`config.mk`:
```
export PLATFORM = sky130hd
export DESIGN_NAME = logic_unit_pipe
export DESIGN_NICKNAME = d
export VERILOG_FILES = /design/src/rtl/logic_unit_pkg.sv /design/src/rtl/logic_func_comb.sv /design/src/rtl/logic_unit_pipe.sv
export SDC_FILE = /design/constraint.sdc
export NUM_CORES = 1
export LEC_CHECK = 0
export BUFFER_PORTS_ARGS = -buffer_cell sky130_fd_sc_hd__buf_2
export CORE_UTILIZATION = 57
export DETAILED_ROUTE_END_ITERATION = 10
export PLACE_DENSITY = 0.79
export SYNTH_ARGS = -nofsm -noshare
export SYNTH_HDL_FRONTEND = slang
export SYNTH_SLANG_ARGS = --single-unit
```
`constraint.sdc`:
```
create_clock -name clk -period 3.7 [get_ports clk]
set_clock_uncertainty 0.1 [all_clocks]
set_input_delay 0.74 -clock clk [delete_from_list [all_inputs] [get_ports clk]]
set_output_delay 0.74 -clock clk [all_outputs]
set_load 0.01 [all_outputs]
```
`src/rtl/logic_unit_pkg.sv`:
```
// Shared opcode encodings for the streaming logic unit.
//   OP_NOT..OP_PASS : op[2:0] function codes
//   OP_ACC_BIT      : op bit that selects the accumulator as operand B
package logic_unit_pkg;

  localparam logic [2:0] OP_NOT  = 3'd0;
  localparam logic [2:0] OP_AND  = 3'd1;
  localparam logic [2:0] OP_OR   = 3'd2;
  localparam logic [2:0] OP_NAND = 3'd3;
  localparam logic [2:0] OP_NOR  = 3'd4;
  localparam logic [2:0] OP_XOR  = 3'd5;
  localparam logic [2:0] OP_XNOR = 3'd6;
  localparam logic [2:0] OP_PASS = 3'd7;

  localparam int OP_ACC_BIT = 3;

endpackage

```
`src/rtl/logic_func_comb.sv`:
```
// Combinational bitwise function block.
//   func : op[2:0] function select
//   a    : operand A
//   b    : effective operand B (either the b input or the accumulator)
//   res  : bitwise result
module logic_func_comb
  import logic_unit_pkg::*;
#(
  parameter int WIDTH = 8
) (
  input  logic [2:0]       func,
  input  logic [WIDTH-1:0] a,
  input  logic [WIDTH-1:0] b,
  output logic [WIDTH-1:0] res
);

  always_comb begin
    res = a;
    case (func)
      OP_NOT:  res = ~a;
      OP_AND:  res = a & b;
      OP_OR:   res = a | b;
      OP_NAND: res = ~(a & b);
      OP_NOR:  res = ~(a | b);
      OP_XOR:  res = a ^ b;
      OP_XNOR: res = ~(a ^ b);
      OP_PASS: res = a;
      default: res = a;
    endcase
  end

endmodule

```
`src/rtl/logic_unit_pipe.sv`:
```
// Two-stage streaming bitwise logic unit with valid/ready handshake,
// optional accumulator operand and registered zero/parity flags.
//   clk, rst_n          : clock, asynchronous active-low reset
//   in_valid / in_ready : input beat handshake
//   op                  : op[2:0] function, op[3] use accumulator as operand B
//   a, b                : operands
//   acc_clr             : synchronous accumulator clear (wins over an acc write)
//   out_valid/out_ready : output handshake
//   y, zero, parity     : result, y==0, odd parity of y
module logic_unit_pipe
  import logic_unit_pkg::*;
#(
  parameter int WIDTH  = 8,
  parameter int ACC_EN = 1
) (
  input  logic             clk,
  input  logic             rst_n,
  input  logic             in_valid,
  output logic             in_ready,
  input  logic [3:0]       op,
  input  logic [WIDTH-1:0] a,
  input  logic [WIDTH-1:0] b,
  input  logic             acc_clr,
  output logic             out_valid,
  input  logic             out_ready,
  output logic [WIDTH-1:0] y,
  output logic             zero,
  output logic             parity
);

  function automatic logic odd_parity(input logic [WIDTH-1:0] v);
    return ^v;
  endfunction

  logic             vld_p1;
  logic [3:0]       op_p1;
  logic [WIDTH-1:0] a_p1;
  logic [WIDTH-1:0] b_p1;

  logic             vld_p2;
  logic [WIDTH-1:0] y_p2;
  logic             zero_p2;
  logic             parity_p2;
  logic [WIDTH-1:0] acc_p2;

  logic             adv1;
  logic             adv2;
  logic             acc_mode;
  logic [WIDTH-1:0] b_eff;
  logic [WIDTH-1:0] res;

  // S2 frees up when empty or when the consumer takes its result; S1 can
  // then accept in the same cycle it hands over. in_ready depends only on
  // state and out_ready, never on in_valid.
  assign adv2     = vld_p1 && (!vld_p2 || out_ready);
  assign in_ready = !vld_p1 || adv2;
  assign adv1     = in_valid && in_ready;

  // ---- Stage 1: operand capture ----
  always_ff @(posedge clk or negedge rst_n) begin
    if (!rst_n) begin
      vld_p1 <= 1'b0;
    end else if (adv1) begin
      vld_p1 <= 1'b1;
    end else if (adv2) begin
      vld_p1 <= 1'b0;
    end
  end

  always_ff @(posedge clk) begin
    if (adv1) begin
      op_p1 <= op;
      a_p1  <= a;
      b_p1  <= b;
    end
  end

  // ---- Stage 2: function evaluation and result register ----
  // The accumulator is read as it stands at the S1->S2 transfer, so
  // back-to-back accumulate ops see the previous op's result directly.
  assign acc_mode = (ACC_EN != 0) && op_p1[OP_ACC_BIT];
  assign b_eff    = acc_mode ? acc_p2 : b_p1;

  logic_func_comb #(.WIDTH(WIDTH)) u_func (
    .func (op_p1[2:0]),
    .a    (a_p1),
    .b    (b_eff),
    .res  (res)
  );

  always_ff @(posedge clk or negedge rst_n) begin
    if (!rst_n) begin
      vld_p2    <= 1'b0;
      y_p2      <= '0;
      zero_p2   <= 1'b0;
      parity_p2 <= 1'b0;
    end else if (adv2) begin
      vld_p2    <= 1'b1;
      y_p2      <= res;
      zero_p2   <= (res == '0);
      parity_p2 <= odd_parity(res);
    end else if (out_ready) begin
      vld_p2    <= 1'b0;
    end
  end

  // Clear takes priority over a coincident accumulate write; the op that
  // coincides with the clear still used the old value for its result.
  generate
    if (ACC_EN != 0) begin : g_acc
      always_ff @(posedge clk or negedge rst_n) begin
        if (!rst_n) begin
          acc_p2 <= '0;
        end else if (acc_clr) begin
          acc_p2 <= '0;
        end else if (adv2 && acc_mode) begin
          acc_p2 <= res;
        end
      end
    end else begin : g_no_acc
      assign acc_p2 = '0;
    end
  endgenerate

  assign out_valid = vld_p2;
  assign y         = y_p2;
  assign zero      = zero_p2;
  assign parity    = parity_p2;

endmodule

```
==> results of run 1 <==
==> worst max-delay path: stages, from the launching register on <==
cell,delay (ps)
edfxtp_1,630
mux2i_1,300
ha_1,280
mux2_1,300
mux4_2,510
xor2_1,250
xnor2_2,150
xnor3_1,320
mux2_2,260
==> placed cells by master, fill, tap and decap left out, types with 3 or more instances in the layout <==
cell	Yosys	layout
nor3_1	3	3
ha_1	16	16
dfrtp_1	20	20
mux2_2	10	10
clkbuf_8	0	5
nor2_1	18	18
buf_4	2	3
o22ai_1	3	3
and2_1	3	3
o21ai_0	3	3
buf_2	3	36
nand2_1	9	9
inv_1	18	18
mux2i_1	22	22
nand2b_1	3	3
edfxtp_1	20	20
a21oi_1	9	9
==> per-stage QoR <==
stage / area (µm²) / worst slack (ps) / utilization, % / hold slack, ps / cells
floorplan: 2380 / 573 / - / 344 / 206
global placement: 2600 / 590 / 64.9 / 367 / 286
detailed placement: 2600 / 486 / 64.9 / 367 / 286
CTS: 2710 / 485 / 67.8 / 276 / 294
global route: 2710 / 324 / 67.8 / 289 / 294
finish: 2710 / 500 / 67.8 / 269 / 294
==> power by group through the flow <==
stage	logic, mW	registers, mW	clock network, mW
after global placement	0.302	0.568	0
after floorplan	0.217	0.570	0
after detailed placement	0.312	0.569	0
after CTS	0.314	0.560	0.374
after global routing	0.343	0.567	0.392
final	0.310	0.559	0.370
==> registers in the layout, indices dropped and copies added, names as in the netlist <==
name	count
a_p1	8
acc_p2	8
b_p1	8
y	8
op_p1	4
out_valid	1
parity	1
vld_p1	1
zero	1
==> cell families after synthesis <==
| logic type | share of synthesized area, % |
|---|---|
| adders and majority gates | 8.40 |
| buffers and inverters | 5.20 |
| and+or+nand+nor | 9.08 |
| xor gates and xnor gates | 3.31 |
| muxes | 17.4 |
| DFF | 46.2 |
| AOI/OAI and AO/OA | 10.4 |
==> layer usage <==
| metal | GRT usage [%] | vias to the layer above |
|---|---|---|
| met3 | 5.65 | 7 |
| met2 | 36.4 | 30 |
| li1 | - | 814 |
| met4 | 11.4 | 0 |
| met5 | 0 | - |
| met1 | 27.1 | 807 |
==> area by class of cell <==
type / count / area share [%]
inverter: 19 / 2.63
timing repair buffer: 39 / 7.47
tap: 50 / 2.31
sequential: 40 / 40.6
clock buffer: 5 / 2.54
clock inverter: 3 / 1.75
multi-input combinational: 138 / 42.7
==> path summary, 6_finish.rpt <==
| check | from | end | depth (start not counted) |
|---|---|---|---|
| min in group clk | zero | zero | 2 |
| hold reg to reg | zero | zero | 2 |
| setup reg to reg | op_p1[3] | parity | 8 |
| setup / recovery | op_p1[3] | parity | 8 |
| max in group asynchronous | rst_n | parity | 1 |
| hold / removal | rst_n | acc_p2[0] | 1 |
==> flow_summary.yaml, run 1 <==
run_status:
  status: "completed"
global_routing:
  grt_pass1_vias: 1548
  antenna_found_initial: 0
  track_usage_pct: 22.3
  grt_overflow: 0
  grt_max_degree: 26
  grt_pass1_wl_mm: 7.10
pwr:
  p_seq_share_pct: 45.1
  switchingPower_uw: 352
  vdd_drop_max_uv: 288
  power_mw: 1.24
  powerDensity_nw_per_um2: 457
  swShare_pct: 28.4
  internal_power_uw: 888
  comb_power_share_pct: 25.0
  clock_power_share_pct: 29.9
  power_leakage_nw: 1.32
detailed_routing:
  dr.max_layer_used: "met4"
  wl_met2_mm: 2.16
  drt_drc_violations_left: 0
  m1WireLength_mm: 1.98
  wire_per_inst_um: 14.9
  viasPerCell: 5.64
  drt_first_pass_iters: 4
  routed-wl-met3_um: 153
  ant_nets: 0
  drt_wl_total_mm: 4.39
  first_iter_violations: 112
  vias: 1658
logic_synthesis:
  asyncSetResetFlopFracSynth_pct: 50.0
  syn_area_per_cell_um2: 11.6
  syn_inst: 206
  synth_top_cell_by_area: "edfxtp_1"
  synth_edf_count: 20
  ys_types: 51
  ys_seq_elements: 40
  ys_seq_area_share_pct: 46.2
  synth_warnings: 0
  synth_top_area_share_pct: 25.2
  syn_area_um2: 2380
  synth.most_common_cell: "mux2i_1"
  synth_fp_nets: 247
  synthFlopType: "edfxtp_1"
  synth_area_leaders: "edfxtp_1, dfrtp_1, mux2i_1"
  synth_common_cells: "mux2i_1, dfrtp_1, edfxtp_1"
clock_tree:
  cts_buffers: 5
  clk_pin_slew_ps: 90
  cts_htree_levels: 2
  postCtsSetupRepairBufs: 0
  root_buffer: "clkbuf_8"
  cts_sinks: 40
  cts_hold_buf: 0
  cts_resized: 0
  cts_buffer_depth: 2
  clk_latency_ps: 300
  cts_tree: "yes"
setup_path:
  critPathMaxFanout: 9
  crit_type: "register to register"
  arrival_ps: 3290
  crit_required_ps: 3790
  cp-start-kind: "register"
  cp-end-kind: "register"
  reg2reg_setup_slack_ps: 500
timing:
  fmax_mhz: 312
  finalSetupViolations: 0
  tightest_slew_ps: 952
  slew_headroom_pct: 36.5
  grt_setup_unrepaired: "false"
  fin_crit_sh_pct: 86.5
  min_period_ps: 3200
  hold_viol: 0
  slew_violations: 0
  tns_ps: 0
floorplan:
  io_pins: 37
  die_x_um: 66.7
  start_util_pct: 59.6
  num_rows: 23
  dieHeight_um: 66.7
  coreArea_um2: 4000
  dieArea_um2: 4440
final_layout:
  fin_nets: 284
  antenna_cells: 0
  fillCellCount: 305
  multiInputGateArea_um2: 1160
  drive_above_1_share_pct: 25.8
  area.sequential_um2: 1100
  synthToLayoutAreaGrowth_pct: 13.8
placed_design:
  numPortBuffers: 36
  gp_congestion: 0.801
  hpwl_mm: 3.25
flow_run:
  max-cap-violations: 0
hold_path:
  hold_class: "input port to async pin"
Note: power is estimated with default switching activity, not from simulation.
==> inputs of run 2 (changes only) <==
Settings changed: BUFFER_PORTS_ARGS -buffer_cell sky130_fd_sc_hd__buf_2 to unset, CORE_UTILIZATION 57 to 62, DONT_BUFFER_PORTS set to 1, PLACE_DENSITY 0.79 to 0.77.
==> run 2 against run 1 <==
Critical path depth is 1 higher. Sequential cell count is the same. Routed wire length fell by 0.91%. Clock power down 24%. Worst hold slack worse by 240 ps. Setup slack lost 43 ps. Sequential power grew 3.9%. Critical endpoint unchanged. Sequential share of layout area grew 3.6 points. First-iteration DRC count decreased by 28%. Die area decreased by 7.8%. Power decreased by 11%.
==> flow_summary.yaml, run 2 (synthesis results as in run 1) <==
timing:
  grt_setup_unrepaired: "false"
  fin_crit_sh_pct: 87.6
  setup_ws_ps: 457
  tightest_slew_ps: 916
  slew_headroom_pct: 38.9
  tns_ps: 0
  finalSetupViolations: 0
  fmax_mhz: 308
  hold_viol: 0
  slew_violations: 0
  hold-worst-slack_ps: 26.8
  min_period_ps: 3240
floorplan:
  start_util_pct: 65.1
  die_x_um: 64.0
  io_pins: 37
  num_rows: 22
  dieHeight_um: 64.0
  dieArea_um2: 4100
  coreArea_um2: 3660
setup_path:
  crit_required_ps: 3780
  critPathMaxFanout: 9
  arrival_ps: 3320
  cp-start-kind: "register"
  cp-end-kind: "register"
  crit_type: "register to register"
detailed_routing:
  drt_first_pass_iters: 4
  wire_per_inst_um: 17.1
  vias: 1563
  ant_nets: 0
  drt_drc_violations_left: 0
  first_iter_violations: 81
  drt_wl_total_mm: 4.35
  viasPerCell: 6.13
final_layout:
  fin_nets: 247
  drive_above_1_share_pct: 12.1
  antenna_cells: 0
  multiInputGateArea_um2: 1160
  fin_cells: 255
  fin_area_um2: 2490
  layout_common_cells: "mux2i_1, edfxtp_1, dfrtp_1"
  final_common_cell: "mux2i_1"
  final_util_pct: 68.0
  area.sequential_um2: 1100
  fillCellCount: 260
  synthToLayoutAreaGrowth_pct: 4.46
clock_tree:
  root_buffer: "clkbuf_8"
  cts_sinks: 40
  cts_resized: 0
  cts_hold_buf: 0
  postCtsSetupRepairBufs: 0
  cts_buffers: 5
  cts_htree_levels: 2
  cts_tree: "yes"
  clk_pin_slew_ps: 80
  cts_buffer_depth: 2
  clk_latency_ps: 290
placed_design:
  gp_congestion: 0.853
  hpwl_mm: 3.30
  numPortBuffers: 0
  placed_area_um2: 2410
  dp_cells: 247
  dp_slack_ps: 452
pwr:
  vdd_drop_max_uv: 319
  internal_power_uw: 786
  power_leakage_nw: 1.16
  swShare_pct: 29.1
  switchingPower_uw: 322
  clock_power_share_pct: 25.3
  comb_power_share_pct: 22.2
  powerDensity_nw_per_um2: 445
  p_seq_share_pct: 52.4
  power_mw: 1.11
global_routing:
  grt_pass1_vias: 1617
  track_usage_pct: 24.0
  grt_pass1_wl_mm: 7.26
  grt_overflow: 0
  grt_max_degree: 21
  antenna_found_initial: 0
flow_run:
  max-cap-violations: 0
run_status:
  status: "completed"
hold_path:
  hold_class: "input port to async pin"
[run 2: layout make-up]
class / instances / share of cell area (%)
clock buffer: 6 / 2.91
clock inverter: 2 / 0.452
inverter: 19 / 2.86
multi-input combinational: 138 / 46.5
sequential: 40 / 44.2
tap: 48 / 2.41
timing repair buffer: 2 / 0.603
[run 2: worst paths after layout]
path                            startpoint         to  slack [ps]  cells after the start
worst max-delay path              op_p1[3]     parity         460                      9
worst min-delay path                 rst_n       y[4]          30                      0
worst max register to register    op_p1[3]     parity         460                      9
worst min register to register   acc_p2[2]  acc_p2[2]         440                      2
max in group asynchronous            rst_n  acc_p2[2]        3380                      0
min in group clk                   acc_clr  acc_p2[1]         400                      1
[run 2: critical path, cell delays in order (launching register included)]
cell	delay (ps)
edfxtp_1	650
mux2i_1	290
ha_1	280
or2b_1	240
a221o_1	350
a22oi_1	340
xor2_1	200
xnor3_1	240
xnor3_1	180
mux2_2	270
[run 2: power groups by stage]
stage,registers (mW),clock network (mW),logic (mW)
after floorplan,0.570,0,0.217
after global placement,0.588,0,0.231
after detailed placement,0.591,0,0.247
after CTS,0.581,0.287,0.247
after global routing,0.587,0.300,0.272
final,0.581,0.281,0.247
[run 2: layer usage]
| layer | vias up | track usage (%) | wire (µm) |
|---|---|---|---|
| met2 | 42 | 38.4 | 2230 |
| met1 | 764 | 29.2 | 1860 |
| met3 | 13 | 5.36 | 149 |
| met5 | - | 0 | 0 |
| li1 | 744 | - | - |
| met4 | 0 | 15.1 | 119 |
